## src/rtl/div_restoring.sv

```systemverilog
// div_restoring: iterative radix-2 restoring divider with RV32M DIV/DIVU/REM/REMU semantics
module div_restoring #(
  parameter int W = 32
) (
  input  logic         clock,
  input  logic         reset,
  input  logic         flush,
  output logic         in_ready,
  input  logic         in_valid,
  input  logic         in_sign,
  input  logic [W-1:0] in_a,
  input  logic [W-1:0] in_b,
  input  logic         out_ready,
  output logic         out_valid,
  output logic [W-1:0] out_quot,
  output logic [W-1:0] out_rem
);
  localparam int CW = $clog2(W) + 1;
  typedef enum logic [1:0] {IDLE, CALC, FIX, HOLD} state_t;
  state_t state, state_nx;
  logic [CW-1:0] cnt;
  logic sa, sb, neg_a, neg_b, accept, div_zero, ovf, last;
  logic [W-1:0] ab, q, r, abs_a, abs_b;
  logic [W:0] t;
  assign in_ready  = (state == IDLE) | flush | ((state == HOLD) & out_ready);
  assign out_valid = (state == HOLD) & ~flush;
  assign accept    = in_valid & in_ready;
  assign neg_a     = in_sign & in_a[W-1];
  assign neg_b     = in_sign & in_b[W-1];
  assign abs_a     = neg_a ? -in_a : in_a;
  assign abs_b     = neg_b ? -in_b : in_b;
  assign div_zero  = in_b == '0;
  assign ovf       = in_sign & (in_a == {1'b1, {(W-1){1'b0}}}) & (in_b == '1);
  assign last      = cnt == CW'(W - 1);
  // trial subtraction of the divisor from the partial remainder shifted left by one quotient bit
  assign t         = {r, q[W-1]} - {1'b0, ab};
  assign out_quot  = q;
  assign out_rem   = r;
  // state register; reset lands in IDLE so nothing stale is presented afterwards
  always_ff @(posedge clock or negedge reset)
    if (!reset) state <= IDLE;
    else state <= state_nx;
  // next state: a new operand pair wins over flush, flush over normal progress
  always_comb begin
    state_nx = state;
    if (accept) state_nx = (div_zero | ovf) ? HOLD : CALC;
    else if (flush) state_nx = IDLE;
    else if (state == CALC) state_nx = last ? FIX : CALC;
    else if (state == FIX) state_nx = HOLD;
    else if (state == HOLD) state_nx = out_ready ? IDLE : HOLD;
  end
  // iteration counter, restarted on every accept
  always_ff @(posedge clock or negedge reset)
    if (!reset) cnt <= '0;
    else if (accept) cnt <= '0;
    else if (state == CALC) cnt <= cnt + 1'b1;
  // datapath: q doubles as dividend shifter and quotient, r is the partial remainder
  always_ff @(posedge clock)
    if (accept) begin
      sa <= neg_a;
      sb <= neg_b;
      ab <= abs_b;
      q  <= div_zero ? '1 : ovf ? in_a : abs_a;
      r  <= div_zero ? in_a : '0;
    end else if (state == CALC) begin
      r <= t[W] ? {r[W-2:0], q[W-1]} : t[W-1:0];
      q <= {q[W-2:0], ~t[W]};
    end else if (state == FIX) begin
      q <= (sa ^ sb) ? -q : q;
      r <= sa ? -r : r;
    end
endmodule
```

## config.mk

```make
export PLATFORM = sky130hd
export DESIGN_NAME = div_restoring
export DESIGN_NICKNAME = d
export VERILOG_FILES = /design/src/rtl/div_restoring.sv
export SDC_FILE = /design/constraint.sdc
export NUM_CORES = 1
export LEC_CHECK = 0
export CAP_MARGIN = 10
export CORE_ASPECT_RATIO = 1.5
export CORE_MARGIN = 3
export CORE_UTILIZATION = 40
export CTS_CLUSTER_SIZE = 28
export DETAILED_ROUTE_END_ITERATION = 10
export GPL_TIMING_DRIVEN = 0
export HOLD_SLACK_MARGIN = 0.08
export PLACE_DENSITY_LB_ADDON = 0.12
export RECOVER_POWER = 100
export SLEW_MARGIN = 5
export SYNTH_ARGS = -nofsm -noshare
export SYNTH_HDL_FRONTEND = slang
export SYNTH_SLANG_ARGS = --single-unit
```

## constraint.sdc

```tcl
create_clock -name clock -period 4.3 [get_ports clock]
set_clock_uncertainty 0.05 [all_clocks]
set_input_delay 1.075 -clock clock [delete_from_list [all_inputs] [get_ports clock]]
set_output_delay 1.075 -clock clock [all_outputs]
set_load 0.05 [all_outputs]
```

==> metrics <==
Avg Cell Area, Syn=between 8 and 9 um2; status=finished clean; Worst EP required=4.43 ns; type of the tightest min-delay check=reg -> reg; switching part of the total=about 50%; H-tree depth=3; GRT Util Overall=23.5%; flop2flop setup slack=between 0.15 and 0.2 ns; Ports=around 140; endpoints failing setup=0; commonest non-fill, non-tap cells in the layout=edfxtp_1, nor2_1, nand2_1, o21ai_0, dlygate4sd3_1; slowest cell delay on critical path=0.62 ns; Die Area=24500 um2; Comb power frac=slightly below 60%; commonest non-fill, non-tap cell in the layout=edfxtp_1; TritonRoute pass-1 iters=5; synth-to-layout area growth=23.6%; Worst Path Max Fanout=10; ant diodes=0; clock share of power=11.7%; area leader, netlist=edfxtp_1; post-layout min period=4.15 ns; FF-to-FF Start=out_quot[0]; Mapped Area=roughly 9000 um2; Crit-path slowest cell=or4_4; Post-DRT Antenna Nets=0; Placer Congestion=0.882; Placement Rows=66; Worst-Skew Late Latency=around 0.36 ns; HPWL Detailed=between 20000 and 25000 um; VDD IR-drop max=approximately 0.36 mV; number of global-route vias before repair=between 8000 and 9000; Final Max Slew Viols=0; CTS tree=done; max-cap violations=0; Final Cycle Share=between 90% and 100%; Reg clk slew, reported paths=about 0.070 ns; post-synthesis instance total=approximately 1000; DR WL/cell=a little under 20 um; ys async rst share=7.55%; root buffer cell=clkbuf_16; layout cells sized above 1=5.11%; first-pass GRT wire length=44900 um; CTS Buf Count=9; Hold WS=0.511 ns; largest net degree at the start of global routing=34; Synth top area share=roughly 33%; Yosys warnings=0; Post-synth EDFFs=98; clock sinks=roughly 110; CP cell instances=clkdlybuf4s50_1 -> or4_4 -> nor4b_4 -> and3_4 -> and4_1 -> and2_1 -> clkbuf_2 -> clkbuf_4 -> a22oi_1 -> o21ai_0; number of distinct library cells after synthesis=72; TNS Setup=0 ns; leakage=approximately 0.004 uW; startpoint class of the critical path=primary input; drt via density=5.79; FMAX=roughly 240 MHz; overall die width=~130 um; Vias=roughly 8500; First DRT Iteration DRCs=roughly 670; initial core utilization=41.1%; fin nets=between 1000 and 1500; core area=between 20000 and 25000 um2; Critical Path AT=between 4 and 5 ns; PD cells=roughly 660 nW/um2; Die Y=190 um; synth top area cells=edfxtp_1, xor2_1, xnor2_1; residual DRC count=0; RSZ-0062 raised after global routing=no; slew at the pin closest to its max-slew limit=0.830 ns; Main synth FF type=edfxtp_1; Worst Setup End Kind=register; final WL=slightly below 30000 um; hold path start=cnt[1]; WS Path Type=in -> reg; Mapped Nets=1148; Pint=roughly 3600 uW; Overflow after GRT=0; sequential area share after synthesis=a little over a third; Rel. slew slack=approximately 44%; Max clock buf depth=2; initial antenna violation count=0; Final Hold Violating Endpoints=0; NetSw=about 3700 uW; crit path from=in_b[8]; port bufs=~140; #FFs+latches synth=106; share of power burned in registers=roughly 29%
layout make-up:
cell class                      instances  area (um2)
Sequential cell                       106        3140
Clock buffer                           10         229
Clock inverter                          6        66.3
Buffer                                 42         201
Inverter                               57         214
Timing Repair Buffer                  139        1390
Multi-Input combinational cell        834        5590
Fill cell                            2119       10800
Tap cell                              272         340
critical path, delay by kind of cell:
family | cells | cell delay (ns)
compound gates | 2 | 0.27
simple gates | 5 | 1.80
buf+inv | 3 | 1.11
registers in the layout, summed over array words and instances (netlist names):
signal,count
out_rem,32
cnt,6
state,2
sb,1
sa,1
ab,32
out_quot,32
metrics by stage:
step                      cells  setup slack, ns  instance area, um2  power, uW  util, %
after floorplan            1039           -0.201                9030       5130        -
after global placement     1446            -1.76               10700       6510     48.8
after detailed placement   1449            -1.22               10800       6560     49.2
after CTS                  1465          0.00274               11200       7440     50.8
after global routing       1466          0.00312               11200       7810     50.9
final                      1466            0.154               11200       7320     50.9
routing by layer:
layer	global-route usage, %	routed length [um]	up-vias
met3	3.17	1110	51
met2	44.2	15600	243
met4	8.21	816	0
met5	0	0	-
met1	26.6	11500	3996
li1	-	-	4205
power groups by stage:
stage	combinational, uW	sequential (uW)	clock, uW
after floorplan	2290	2850	0
after global placement	4350	2160	0
after detailed placement	4410	2150	0
after CTS	4440	2130	866
after global routing	4710	2190	906
final	4340	2130	856
kinds of logic (layout without fill, tap and decap cells):
| group | count (synthesis) | in the layout | share of synthesized area, % |
|---|---|---|---|
| AND/OR/NAND/NOR | 349 | 349 | 19.7 |
| multiplexers | 4 | 4 | 0.443 |
| AO/OA/AOI/OAI | 320 | 320 | 23.3 |
| flip-flops | 106 | 106 | 34.8 |
| XOR/XNOR | 122 | 122 | 11.8 |
| adder cells (fa/ha/maj) | 39 | 39 | 5.48 |
| buffers and inverters | 99 | 254 | 4.50 |
cells in the mapped netlist (7+ instances only):
cell and n:
a211oi_1 8, a21o_1 15, a21oi_1 65, a221oi_1 14, a22oi_1 28, a31oi_1 10, and3_1 9, clkbuf_1 34
dfrtp_1 8, edfxtp_1 98, ha_1 38, inv_1 57, nand2_1 83, nand2b_1 15, nand3_1 14, nand4_1 18
nor2_1 93, nor3_1 29, nor4_1 19, o211ai_1 23, o21a_1 7, o21ai_0 83, o31ai_1 15, o41ai_1 7
or3_1 16, or4_1 16, xnor2_1 60, xor2_1 62
final timing paths:
path / to / cells past startpoint
max reg2reg: out_quot[30] / 11
min in group asynchronous: cnt[3] / 1
max in group asynchronous: cnt[1] / 1
min: cnt[1] / 2
min reg2reg: cnt[1] / 2
max: out_rem[4] / 10
timing repair:
item	CTS	global route
buffers inserted	0	1
hold endpoints to repair	0	0
pin swaps	1	1
hold buffers	0	0
resized for setup	12	13
endpoints found under the setup margin	32	47
Power figures use the tool's default switching activity.
